**src/rtl/transmit_slot_dispatcher.sv**
```systemverilog
// Transmit slot dispatcher: pops 9-bit frame words ({eof, payload}) from the shared
// transmit queue and steers each whole frame to one transmit slot, picked round-robin.
// Frames longer than MAX_FRAME_WORDS are cut with a forced end marker. The rest of the
// frame then follows as a new frame.
module transmit_slot_dispatcher #(
  parameter int unsigned TRANSMIT_QUE_SLOTS = 4,
  parameter int unsigned MAX_FRAME_WORDS    = 2048
) (
  input  logic                                clock,
  input  logic                                reset_n,
  input  logic [8:0]                          pop_data,
  input  logic                                pop_data_valid,
  output logic                                pop_ready,
  input  logic [TRANSMIT_QUE_SLOTS-1:0]       slot_ready,
  output logic [TRANSMIT_QUE_SLOTS-1:0]       enable,
  output logic [TRANSMIT_QUE_SLOTS-1:0][8:0]  data,
  output logic [TRANSMIT_QUE_SLOTS-1:0]       data_enable,
  output logic                                truncated
);

  localparam int unsigned SelW = (TRANSMIT_QUE_SLOTS > 1) ? $clog2(TRANSMIT_QUE_SLOTS) : 1;
  localparam int unsigned CntW = $clog2(MAX_FRAME_WORDS + 1);
  localparam logic [SelW-1:0] LastSlot = SelW'(TRANSMIT_QUE_SLOTS - 1);
  // word_count value while the final permitted word of a frame is being popped
  localparam logic [CntW-1:0] LastWord = CntW'(MAX_FRAME_WORDS - 1);

  typedef enum logic [0:0] {StIdle, StPassthrough} state_e;

  state_e                                state_q, state_d;
  logic [SelW-1:0]                       slot_sel_q, slot_sel_d;
  logic [CntW-1:0]                       word_cnt_q, word_cnt_d;
  logic [TRANSMIT_QUE_SLOTS-1:0]         enable_q, enable_d;
  logic [TRANSMIT_QUE_SLOTS-1:0][8:0]    data_q, data_d;
  logic [TRANSMIT_QUE_SLOTS-1:0]         data_en_q, data_en_d;
  logic                                  trunc_q, trunc_d;

  logic            pop;
  logic [SelW-1:0] sel_next;

  // Round-robin successor; a single slot wraps onto itself.
  assign sel_next  = (slot_sel_q == LastSlot) ? '0 : slot_sel_q + 1'b1;
  assign pop_ready = (state_q == StPassthrough) && slot_ready[slot_sel_q];
  assign pop       = pop_data_valid && pop_ready;

  assign enable      = enable_q;
  assign data        = data_q;
  assign data_enable = data_en_q;
  assign truncated   = trunc_q;

  // Next-state logic: slot scan while idle, word forwarding and frame termination.
  always_comb begin
    state_d    = state_q;
    slot_sel_d = slot_sel_q;
    word_cnt_d = word_cnt_q;
    enable_d   = enable_q;
    data_d     = data_q;
    data_en_d  = '0;
    trunc_d    = 1'b0;
    case (state_q)
      StIdle: begin
        // The pointer only scans while there is something to dispatch.
        if (pop_data_valid) begin
          if (slot_ready[slot_sel_q]) begin
            state_d    = StPassthrough;
            enable_d   = TRANSMIT_QUE_SLOTS'(1) << slot_sel_q;
            word_cnt_d = '0;
          end else begin
            slot_sel_d = sel_next;
          end
        end
      end
      StPassthrough: begin
        if (pop) begin
          data_d[slot_sel_q]    = pop_data;
          data_en_d[slot_sel_q] = 1'b1;
          word_cnt_d            = word_cnt_q + 1'b1;
          if (pop_data[8] || (word_cnt_q == LastWord)) begin
            state_d    = StIdle;
            enable_d   = '0;
            slot_sel_d = sel_next;
            // Length limit hit without a real end marker: close the frame here.
            if (!pop_data[8]) begin
              data_d[slot_sel_q][8] = 1'b1;
              trunc_d               = 1'b1;
            end
          end
        end
      end
      default: state_d = StIdle;
    endcase
  end

  // State and output registers, cleared asynchronously so a reset abandons any frame.
  always_ff @(posedge clock or negedge reset_n) begin
    if (!reset_n) begin
      state_q    <= StIdle;
      slot_sel_q <= '0;
      word_cnt_q <= '0;
      enable_q   <= '0;
      data_q     <= '0;
      data_en_q  <= '0;
      trunc_q    <= 1'b0;
    end else begin
      state_q    <= state_d;
      slot_sel_q <= slot_sel_d;
      word_cnt_q <= word_cnt_d;
      enable_q   <= enable_d;
      data_q     <= data_d;
      data_en_q  <= data_en_d;
      trunc_q    <= trunc_d;
    end
  end

endmodule

```
**config.mk**
```make
export PLATFORM = sky130hd
export DESIGN_NAME = transmit_slot_dispatcher
export DESIGN_NICKNAME = d
export VERILOG_FILES = /design/src/rtl/transmit_slot_dispatcher.sv
export SDC_FILE = /design/constraint.sdc
export NUM_CORES = 1
export LEC_CHECK = 0
export BUFFER_PORTS_ARGS = -buffer_cell sky130_fd_sc_hd__buf_4
export CORE_ASPECT_RATIO = 0.7
export CORE_MARGIN = 2
export CORE_UTILIZATION = 60
export CTS_BUF_LIST = sky130_fd_sc_hd__clkbuf_8
export DETAILED_ROUTE_END_ITERATION = 6
export GPL_TIMING_DRIVEN = 0
export PLACE_DENSITY = 0.95
export SLEW_MARGIN = 20
export SYNTH_ARGS = -nofsm -noshare
export SYNTH_HDL_FRONTEND = slang
export SYNTH_SLANG_ARGS = --single-unit
```
**constraint.sdc**
```tcl
create_clock -name clock -period 2.7 [get_ports clock]
set_input_delay 0.27 -clock clock [delete_from_list [all_inputs] [get_ports clock]]
set_output_delay 0.27 -clock clock [all_outputs]
set_load 0.01 [all_outputs]
```
## Word level (Yosys, flattened, before mapping)

Index checks and enable logic that the tools add are counted.

- Bits in registers: 60
- Input port bits: 16
- Output and inout port bits: 46
- Word-level logic and storage cells: 69

- Add/subtract/negate cells: 2
- Magnitude comparators: 2
- Equal/unequal tests: 7
- Shift operators: 1
- Mux-type cells: 37
- Bitwise operators: 2
- Reduce and logical (&&, ||, !) cells: 8

Operator list:

| operator | number |
|---|---|
| 36-bit 2-to-1 mux | 2 |
| 36-bit bitwise mux | 1 |
| 9-bit demux with 2-bit select | 2 |
| 12-bit 2-to-1 mux | 3 |
| 36-bit bitwise OR | 1 |
| 4-bit 2-to-1 mux | 6 |
| 12-bit case mux with 2 select lines | 1 |
| 9-bit 2-to-1 mux | 2 |
| 12-bit by 1-bit adder with 12-bit output, second input constant | 1 |
| 12-bit by 11-bit equality test with 1-bit output, second input constant | 1 |
| 1-bit 2-to-1 mux | 10 |
| 2-bit 2-to-1 mux | 5 |
| 4-bit case mux with 2 select lines | 1 |
| 4-bit AND reduction | 2 |
| 2-bit inequality test, second input constant | 3 |
| 2-bit by 1-bit inequality test with 1-bit output, second input constant | 2 |
| 2-bit case mux with 2 select lines | 1 |
| 1-bit by 2-bit left shift with 4-bit output, first input constant | 1 |
| 1-bit logical AND | 3 |
| 2-bit by 3-bit less-than comparator with 1-bit output, second input constant | 1 |
| 3-bit AND reduction | 1 |
| 2-bit by 1-bit adder with 2-bit output, second input constant | 1 |
| 1-bit binary-select mux with 2-bit select | 1 |
| 1-bit demux with 2-bit select | 1 |
| 6 further kinds | 6 |

## Longest topological paths before layout

Gate-level depths: netlist of the first run.

- Depth after elaboration: 8
- Depth in mapped cells: 6
- Mapped depth without buffers: 5

## Least setup slack after synthesis of the first run

Ideal clock, no wire load.

- Path type: flip-flop to flip-flop
- From: register slot_sel_q[0]
- To: register data_q (netlist bit data[28])
- Library setup time: 125 ps
- Arrival: 1722 ps
- Required time: 2575 ps
- Path slack: 853 ps
- Cell stages (with the launch flop): 6
- Path buffers: 2
- Period minus slack after synthesis: 1847 ps
- Path through: dfrtp_1 -> mux4_2 -> buf_6 -> nand3_4 -> buf_6 -> mux2_4

- Cells in the longest elaborated chain, start to end: 8
- Elaborated cells on any way between the ends: 15
- Those cells by class: order compare (2); mux (8); bitwise (1); reduce/logical (4)

RTL lines:

| element | RTL line | RTL |
|---|---|---|
| start: declaration | 30 | `logic [SelW-1:0] slot_sel_q, slot_sel_d;` |
| start signal: assignment | 105 | `slot_sel_q <= slot_sel_d;` |
| 2-bit by 3-bit less-than comparator with 1-bit output (implied by the code) / 2-bit by 1-bit greater-or-equal comparator with 1-bit output (equally long branches) | 74 | `data_d[slot_sel_q] = pop_data;` |
| 1-bit logical AND (implied by the code) | 74 |  |
| 9-bit 2-to-1 mux (implied by the code) | 74 |  |
| 9-bit demux with 2-bit select | 74 |  |
| 36-bit bitwise mux | 74 |  |
| 36-bit bitwise OR (no line) | - |  |
| 36-bit 2-to-1 mux | 82 | `if (!pop_data[8]) begin` |
| 36-bit 2-to-1 mux | 77 | `if (pop_data[8] \|\| (word_cnt_q == LastWord)) begin` |
| end signal: assignment | 108 | `data_q <= data_d;` |
| end: declaration | 33 | `logic [TRANSMIT_QUE_SLOTS-1:0][8:0] data_q, data_d;` |

Several ways; a longest one is shown, not always the timed one. The select of a mux whose other input is x is not followed.
A chain may end at the register's enable or synchronous reset.

## Worst setup path after layout of the first run

- From: register slot_sel_q[0]
- To: output pop_ready

- Cells in the longest elaborated chain, start to end: 3

RTL lines:

| element | RTL line | RTL |
|---|---|---|
| 1-bit binary-select mux with 2-bit select | 42 | `assign pop_ready = (state_q == StPassthrough) && slot_ready[slot_sel_q];` |
| 1-bit 2-to-1 mux (implied by the code) | 42 |  |
| 1-bit logical AND | 42 |  |
| end: declaration | 13 | `output logic pop_ready,` |

No other way between the ends. The select of a mux whose other input is x is not followed.

==> results of run 1 <==
-- flip-flops by register name, indices dropped and copies added (netlist names) --
register     cells
state_q          1
truncated        1
data_enable      4
data            36
enable           4
word_cnt_q      12
slot_sel_q       2
-- cell type report --
| class | instances | area, um^2 |
|---|---|---|
| fill | 266 | 922 |
| tap | 55 | 68.8 |
| timing repair buffer | 61 | 458 |
| inverter | 8 | 30.0 |
| clock buffer | 10 | 138 |
| sequential | 60 | 1500 |
| clock inverter | 5 | 52.6 |
| buffer | 9 | 62.6 |
| multi-input combinational | 140 | 1100 |
-- final timing paths --
path / from / slack [ps] / end / depth (start not counted)
setup / recovery: slot_sel_q[0] / 470 / pop_ready / 4
hold / removal: reset_n / -20 / word_cnt_q[0] / 1
setup reg to reg: word_cnt_q[0] / 500 / slot_sel_q[0] / 5
hold reg to reg: data[17] / 500 / data[17] / 2
max in group asynchronous: reset_n / 2220 / word_cnt_q[3] / 1
min in group clock: pop_data[8] / 110 / truncated / 2
-- metal layers --
layer	vias up	GRT usage, %	wire (um)
met5	-	0	0
met4	0	6.91	45
met3	10	9.67	404
met2	93	48.5	3520
met1	1060	33.2	2760
li1	936	-	-
-- logic make-up after synthesis --
kind of cell / Yosys count / synth area share, %
simple gates: 68 / 14.5
flops: 60 / 55.8
mux: 35 / 16.0
compound gates: 32 / 7.95
buf+inv: 17 / 3.44
fa+ha+maj: 5 / 2.33
-- stage by stage --
stage	hold slack (ps)	util, %	power, mW	setup slack [ps]	instances
5_1_grt	28.4	78.7	4.34	406	348
3_3_place_gp	376	74.3	3.19	670	333
6_report	-17.9	78.7	4.12	466	348
4_1_cts	13.4	78.7	4.12	455	348
2_1_floorplan	-25.6	-	2.52	853	217
3_5_place_dp	377	74.3	3.32	599	333
-- worst max-delay path, delay by kind of cell (launching register included) --
| kind | cells | cell delay (ps) |
|---|---|---|
| flip-flops | 1 | 510 |
| AND/OR/NAND/NOR | 1 | 160 |
| buffers and inverters | 2 | 330 |
| multiplexers | 1 | 650 |
-- power breakdown --
group,total (mW),internal (mW),switching [mW]
sequential,1.61,1.28,0.325
clock,0.779,0.441,0.338
combinational,1.73,0.907,0.824
total,4.12,2.63,1.49
-- cell usage in the layout (no fill, tap or decap), types with 2 or more instances in the layout --
cell type  netlist  routed
ha_1             5       5
nand3_1         13      13
nor2_1           4       4
o21ai_0         12      12
nand2_1         19      19
a21oi_1          4       4
and4_1           3       3
dfrtp_1         60      60
nand3b_1         3       3
nand4_1          6       6
and3_1           3       3
nand4b_1         2       2
mux2_2          26      26
buf_6            2       2
nor4_1           3       3
a22o_1           6       6
inv_1            8       8
and2_1           5       5
a311o_1          2       2
mux2_4           7       7
or4_1            2       2
clkbuf_1         2       2
buf_2            2       2
buf_4            3      64
clkbuf_8         0      10
clkinv_2         0       3
o211ai_1         2       2
==> impl_metrics.env, run 1 <==
export IMPL_rsz0062_at_grt="no"
export IMPL_drc=0
export IMPL_fp_dieH_um=60.0
export IMPL_via_count=2099
export IMPL_gp_congestion=0.933
export IMPL_dp_hpwl_um=4720
export IMPL_cp_cell_sequence="mux4_2, buf_6, and2_1, buf_4"
export IMPL_hold_viol=7
export IMPL_worst_setup_path_start_kind="flip-flop"
export IMPL_yosys_warnings=0
export IMPL_synth_edf_count=0
export IMPL_cp_max_fo=10
export IMPL_std_cell_rows=20
export IMPL_p_per_area_nw_per_um2=1210
export IMPL_yosys_area_top_type="dfrtp_1"
export IMPL_post_cts_resized=0
export IMPL_final_setup_viol_count=0
export IMPL_wl_per_cell_um=19.3
export IMPL_critical_path_max_stage_delay_ps=650
export IMPL_drt_iter0_markers=165
export IMPL_antenna_found_initial=0
export IMPL_yosys_top_cells_area="dfrtp_1 56%, mux2_2 11%, mux2_4 3.9%"
export IMPL_slew_viol_final=0
export IMPL_start_util_pct=62.1
export IMPL_dpl_cell_area_um2=3220
export IMPL_cp_end_kind="output port"
export IMPL_ir_drop_uv=889
export IMPL_syn_nets=238
export IMPL_clk_pin_slew_ps=60
export IMPL_status="finished, violations left"
export IMPL_track_usage_pct=27.6
export IMPL_fmax_mhz=448
export IMPL_tns_ps=0
export IMPL_ys_types=38
export IMPL_htree_levels=3
export IMPL_clockBufferDepth=2
export IMPL_avgSynthCellArea_um2=12.4
export IMPL_drive_above_1_share_pct=40.6
export IMPL_netlist_instances=217
export IMPL_ios=62
export IMPL_period_minus_slack_ps=2230
export IMPL_crit_slowest_cell="mux4_2"
export IMPL_holdWs_ps=-17.9
export IMPL_clk_latency_ps=330
export IMPL_cts_tree="built"
export IMPL_avgViaCountPerCell=6.03
export IMPL_syn_cell_area_um2=2690
export IMPL_cp_data_required_time_ps=2430
export IMPL_die_x_um=84.0
export IMPL_synthTopCellsByCount="60 x dfrtp_1, 26 x mux2_2, 19 x nand2_1"
export IMPL_max_slew_margin_pct=38.4
export IMPL_fin_area_um2=3410
export IMPL_numClockSinks=60
export IMPL_yosys_area_top_type_share_pct=55.8
export IMPL_die_area_um2=5040
export IMPL_ys_seq_area_share_pct=55.8
export IMPL_ant_nets=0
export IMPL_grt_pass1_vias=2091
export IMPL_area_delta_synth_final_pct=26.7
export IMPL_post_cts_buffers=0
export IMPL_ys_seq_elements=60
export IMPL_yosysMostFrequentCell="dfrtp_1"
export IMPL_numCtsBuffers=9
export IMPL_p_leak_nw=1.68
export IMPL_async_flop_share_pct=100
export IMPL_nNetsFinal=310
export IMPL_worst_pin_slew_ps=919
export IMPL_coreArea_um2=4330
export IMPL_ctsHoldBuffers=0
export IMPL_grt_max_degree=61
export IMPL_grt_pass1_wl_um=10300
export IMPL_ys_flop_type="dfrtp_1"
export IMPL_fin_skew_ps=5.31
export IMPL_drt_wl_total_um=6730
export IMPL_failed_checks="hold timing"
export IMPL_arrival_ps=1960
export IMPL_firstDrtPassIters=4
export IMPL_worstSetupPathType="reg -> out"
export IMPL_portBuffers=61
export IMPL_grt_overflow_total=0
export IMPL_max_cap_violations=0
export IMPL_root_buffer="clkbuf_8"
export IMPL_hp_class="in -> async"
export IMPL_antenna_cells=0
export IMPL_finalCritPeriodShare_pct=82.7
No activity file was read; power rests on OpenSTA's default activity.
==> run 2, diff against run 1 <==
- ABC_AREA: default -> 1
- CORE_UTILIZATION: 60 -> 55
- PLACE_DENSITY: 0.95 -> 0.94
- clock period: 2.7 -> 2.3 ns (I/O delays scaled with it)
==> impl_metrics.env, run 2 <==
export IMPL_status="finished, final reports clean"
export IMPL_tns_ps=0
export IMPL_cp_max_fo=10
export IMPL_numCtsBuffers=9
export IMPL_post_cts_resized=0
export IMPL_drc=0
export IMPL_final_cell_mix="76 x nand2_1, 61 x buf_4, 60 x dfrtp_1"
export IMPL_post_cts_buffers=0
export IMPL_avgViaCountPerCell=5.52
export IMPL_power_internal_mw=2.93
export IMPL_ant_nets=0
export IMPL_fmax_mhz=563
export IMPL_final_core_util_pct=75.8
export IMPL_grt_overflow_total=0
export IMPL_die_area_um2=5300
export IMPL_busiest_layer="met2"
export IMPL_p_sw_share_pct=36.0
export IMPL_met3_usage_pct=9.12
export IMPL_ys_seq_elements=60
export IMPL_drive_above_1_share_pct=28.2
export IMPL_syn_cell_area_um2=2600
export IMPL_yosys_warnings=0
export IMPL_crit_buf_inv=2
export IMPL_cp_common_cell="nand2_1"
export IMPL_antenna_cells=0
export IMPL_gp_congestion=0.863
export IMPL_antenna_found_initial=0
export IMPL_met2_usage_pct=37.9
export IMPL_yosys_top_cells_area="dfrtp_1 58%, nand2_1 11%, o21ai_1 5.4%"
export IMPL_grt_pass1_vias=2066
export IMPL_hold_viol=0
export IMPL_nNetsFinal=365
export IMPL_p_per_area_nw_per_um2=1360
export IMPL_drt_wl_total_um=6250
export IMPL_place_ws_ps=609
export IMPL_dp_hpwl_um=4390
export IMPL_hp_class="in -> reg"
export IMPL_firstDrtPassIters=5
export IMPL_cp_data_required_time_ps=2570
export IMPL_layout_setup_ws_ps=525
export IMPL_ys_flop_type="dfrtp_1"
export IMPL_root_buffer="clkbuf_8"
export IMPL_p_leak_nw=1.82
export IMPL_wl_per_cell_um=15.5
export IMPL_cp_end_kind="flip-flop"
export IMPL_pwr_share_clk_pct=22.9
export IMPL_fin_skew_ps=9.42
export IMPL_ir_drop_uv=744
export IMPL_fp_dieH_um=61.5
export IMPL_rsz0062_at_grt="no"
export IMPL_largest_register_ffs=36
export IMPL_clk_latency_ps=340
export IMPL_finalCritPeriodShare_pct=77.2
export IMPL_slew_viol_final=0
export IMPL_start_util_pct=58.6
export IMPL_synth_edf_count=0
export IMPL_coreArea_um2=4430
export IMPL_met1_usage_pct=35.1
export IMPL_htree_levels=3
export IMPL_ctsHoldBuffers=1
export IMPL_async_flop_share_pct=100
export IMPL_drt_iter0_markers=200
export IMPL_avgSynthCellArea_um2=9.58
export IMPL_syn_nets=292
export IMPL_yosys_area_top_type="dfrtp_1"
export IMPL_power_switching_mw=1.65
export IMPL_die_x_um=86.1
export IMPL_final_setup_viol_count=0
export IMPL_yosys_area_top_type_share_pct=57.8
export IMPL_numClockSinks=60
export IMPL_critPathTopFamily="simple AND/OR/NAND/NOR gates"
export IMPL_worst_pin_slew_ps=719
export IMPL_arrival_ps=2050
export IMPL_ys_seq_area_share_pct=57.8
export IMPL_comb_power_share_pct=38.2
export IMPL_std_cell_rows=20
export IMPL_netlist_instances=271
export IMPL_ys_types=22
export IMPL_critical_path_max_stage_delay_ps=460
export IMPL_period_minus_slack_ps=1780
export IMPL_yosysMostFrequentCell="nand2_1"
export IMPL_crit_slowest_cell="dfrtp_1"
export IMPL_clockBufferDepth=2
export IMPL_area_delta_synth_final_pct=29.3
export IMPL_worstSetupPathType="reg -> reg"
export IMPL_synthTopCellsByCount="76 x nand2_1, 60 x dfrtp_1, 32 x inv_1"
export IMPL_layout_commonest_cell="nand2_1"
export IMPL_clk_pin_slew_ps=60
export IMPL_cts_tree="built"
export IMPL_cp_cell_sequence="inv_2, nand2_1, nand3_2, nand2_1, nor2_2, nand2_1, inv_1, nand2_1, nand2_1"
export IMPL_grt_max_degree=61
export IMPL_max_cap_violations=0
export IMPL_track_usage_pct=26.0
export IMPL_grt_pass1_wl_um=9980
export IMPL_portBuffers=61
export IMPL_via_count=2223
export IMPL_max_slew_margin_pct=52.1
export IMPL_seqPwrFrac_pct=38.9
export IMPL_ios=62
export IMPL_worst_setup_path_start_kind="flip-flop"
[run 2: cell count changes after synthesis, sizes merged, moves of 6 or more]
cell   previous run  this run
mux2             33         0
o21ai            12        47
nand3            14        20
inv               8        33
nand2            20        80
a22o              6         0
[run 2: kinds of logic after synthesis]
kind of cell	share of synthesized area, %
fa+ha+maj	2.41
simple gates	20.4
flops	57.8
buf+inv	6.51
xor+xnor	1.69
compound gates	11.1
[run 2: stage by stage]
stage	std cells	instance area [um^2]	hold WS (ps)	total power [mW]
2_1_floorplan	271	2600	-65.6	2.70
3_3_place_gp	387	3120	330	3.43
3_5_place_dp	387	3120	333	3.51
4_1_cts	403	3360	40.2	4.60
5_1_grt	403	3360	45.7	4.86
6_report	403	3360	58.2	4.58
[run 2: path summary, 6_finish.rpt]
check	startpoint	to	slack, ps	depth (start not counted)
setup reg to reg	slot_sel_q[0]	enable[3]	520	9
hold / removal	pop_data[8]	truncated	60	2
hold reg to reg	data[18]	data[18]	480	2
setup / recovery	slot_sel_q[0]	enable[3]	520	9
min in group asynchronous	reset_n	slot_sel_q[1]	500	2
max in group asynchronous	reset_n	data[3]	1320	2
[run 2: final cells by class]
cell class	instances	area, um^2
Buffer	4	45.0
Clock buffer	11	151
Clock inverter	4	72.6
Fill cell	276	1070
Inverter	33	124
Multi-Input combinational cell	174	926
Sequential cell	60	1500
Tap cell	55	68.8
Timing Repair Buffer	62	468
[run 2: power by group through the flow]
stage / registers (mW) / clock network, mW / logic (mW)
after floorplan: 1.89 / 0 / 0.815
after detailed placement: 1.78 / 0 / 1.74
after global placement: 1.76 / 0 / 1.67
after global routing: 1.83 / 1.11 / 1.92
final: 1.78 / 1.05 / 1.75
after CTS: 1.77 / 1.07 / 1.76
[run 2: per-layer routing]
| metal | part of all wire (%) | vias up |
|---|---|---|
| met2 | 45 | 114 |
| met5 | 0 | - |
| met1 | 43 | 1065 |
| met4 | 3.1 | 0 |
| met3 | 8.0 | 21 |
| li1 | - | 1023 |
==> run 3, diff against run 2 <==
- ABC_AREA: 1 -> 0
- PLACE_DENSITY: 0.94 -> 0.93
- clock period: 2.3 -> 1.86 ns (I/O delays scaled with it)
==> impl_metrics.env, run 3 (same netlist as run 1, synthesis figures left out) <==
export IMPL_rr_endpoint="slot_sel_q[0]"
export IMPL_top_layer="met4"
export IMPL_gp_congestion=0.871
export IMPL_hold_viol=0
export IMPL_fmax_mhz=532
export IMPL_cp_common_cell="buf_6"
export IMPL_largest_register_ffs=36
export IMPL_worst_pin_slew_ps=729
export IMPL_drt_wl_total_um=7290
export IMPL_grt_overflow_total=0
export IMPL_cp_data_required_time_ps=1670
export IMPL_wirelength_met1_um=2920
export IMPL_r2r_cells=5
export IMPL_clockBufferDepth=2
export IMPL_numCtsBuffers=9
export IMPL_status="finished, violations left"
export IMPL_max_cap_violations=0
export IMPL_coreArea_um2=4760
export IMPL_root_buffer="clkbuf_8"
export IMPL_fin_skew_ps=8.83
export IMPL_track_usage_pct=27.1
export IMPL_critPathTopFamily="multiplexers"
export IMPL_final_setup_viol_count=1
export IMPL_firstDrtPassIters=7
export IMPL_numClockSinks=60
export IMPL_r2r_start="word_cnt_q[0]"
export IMPL_cp_depth=4
export IMPL_portBuffers=61
export IMPL_cp_max_fo=4
export IMPL_grt_pass1_wl_um=11100
export IMPL_layout_commonest_cell="buf_4"
export IMPL_ios=62
export IMPL_p_leak_nw=1.77
export IMPL_drive_above_1_share_pct=45.4
export IMPL_clk_pin_slew_ps=70
export IMPL_ir_drop_uv=958
export IMPL_layout_setup_ws_ps=-19.5
export IMPL_crit_slowest_cell="mux4_2"
export IMPL_nNetsFinal=322
export IMPL_hold_depth=2
export IMPL_tns_ps=-19.5
export IMPL_r2r_slack_ps=10
export IMPL_antenna_found_initial=0
export IMPL_max_slew_margin_pct=51.4
export IMPL_drc=2
export IMPL_start_util_pct=56.6
export IMPL_dp_hpwl_um=4440
export IMPL_cp_end_kind="output port"
export IMPL_failed_checks="DRC, setup timing"
export IMPL_wl_met3_um=543
export IMPL_met2_length_um=3470
export IMPL_hold_path_endpoint="truncated"
export IMPL_arrival_ps=1690
export IMPL_avgViaCountPerCell=5.94
export IMPL_die_x_um=87.6
export IMPL_slew_viol_final=0
export IMPL_p_per_area_nw_per_um2=1770
export IMPL_drt_iter0_markers=312
export IMPL_area_delta_synth_final_pct=34.0
export IMPL_std_cell_rows=21
export IMPL_cp_cell_sequence="mux4_2, buf_6, and2_4, buf_6"
export IMPL_crit_buf_inv=2
export IMPL_final_cell_mix="73 x buf_4, 58 x dfrtp_1, 26 x mux2_2"
export IMPL_worst_setup_path_start_kind="flip-flop"
export IMPL_hp_start="pop_data[8]"
export IMPL_htree_levels=3
export IMPL_rsz0062_at_grt="yes"
export IMPL_final_core_util_pct=75.8
export IMPL_cts_tree="built"
export IMPL_antenna_cells=0
export IMPL_hp_class="in -> reg"
export IMPL_wl_per_cell_um=19.4
export IMPL_worstSetupPathType="reg -> out"
export IMPL_grt_pass1_vias=2183
export IMPL_fillers=284
export IMPL_die_area_um2=5480
export IMPL_fp_dieH_um=62.5
export IMPL_clk_latency_ps=350
export IMPL_critical_path_max_stage_delay_ps=550
export IMPL_period_minus_slack_ps=1880
export IMPL_finalCritPeriodShare_pct=101
export IMPL_grt_max_degree=61
export IMPL_ant_nets=0
export IMPL_via_count=2228
[run 3: stage by stage]
| stage | setup WS, ps | cells | power (mW) | area [um^2] | hold WS [ps] |
|---|---|---|---|---|---|
| finish | -19.5 | 375 | 6.39 | 3600 | 45.8 |
| CTS | -22.2 | 368 | 6.25 | 3530 | 39.6 |
| detailed placement | -301 | 347 | 4.79 | 3230 | 291 |
| floorplan | 13.2 | 217 | 3.66 | 2690 | -110 |
| global route | -57.4 | 375 | 6.71 | 3600 | 45.4 |
| global placement | -185 | 347 | 4.64 | 3230 | 295 |
[run 3: how the worst max path moves through the flow]
stage	from	end
after global placement	word_cnt_q[0]	slot_sel_q[0]
after detailed placement	word_cnt_q[0]	slot_sel_q[0]
after floorplan	slot_sel_q[0]	data[28]
after CTS	slot_sel_q[0]	pop_ready
after global routing	slot_sel_q[0]	pop_ready
final	slot_sel_q[0]	pop_ready
[run 3: per-layer routing]
layer / vias up / track usage [%]
met5: - / 0
met4: 0 / 14.6
met3: 33 / 8.45
met2: 126 / 41.7
met1: 1106 / 34.2
li1: 963 / -
[run 3: worst reg2reg max path, stage by stage, from the launching register on]
cell     delay, ps
dfrtp_1        450
ha_1           270
and3_1         240
a31oi_4        340
nor4_1         100
a311o_1        330
[run 3: final cells by class]
| cell class | instances | area, um^2 | share of cell area (%) |
|---|---|---|---|
| clock inverter | 6 | 80.1 | 2.22 |
| timing repair buffer | 74 | 559 | 15.5 |
| sequential | 60 | 1500 | 41.7 |
| inverter | 8 | 30.0 | 0.833 |
| clock buffer | 10 | 138 | 3.82 |
| tap | 69 | 86.3 | 2.40 |
| buffer | 8 | 70.1 | 1.94 |
| multi-input combinational | 140 | 1140 | 31.5 |
[run 3: power breakdown]
part | leakage [nW] | total, mW | switching (mW) | internal (mW)
logic | 0.933 | 2.76 | 1.30 | 1.46
registers | 0.718 | 2.34 | 0.475 | 1.87
clock network | 0.115 | 1.29 | 0.510 | 0.778
[run 3: repair_timing]
| action | in CTS | in global routing |
|---|---|---|
| pin swaps | 0 | 3 |
| cloned | 0 | 2 |
| hold buffers | 1 | 0 |
| endpoints found under the hold margin | 60 | 0 |
| gates resized for setup | 8 | 9 |
| buffers inserted | 5 | 5 |
| setup endpoints to repair | 44 | 21 |
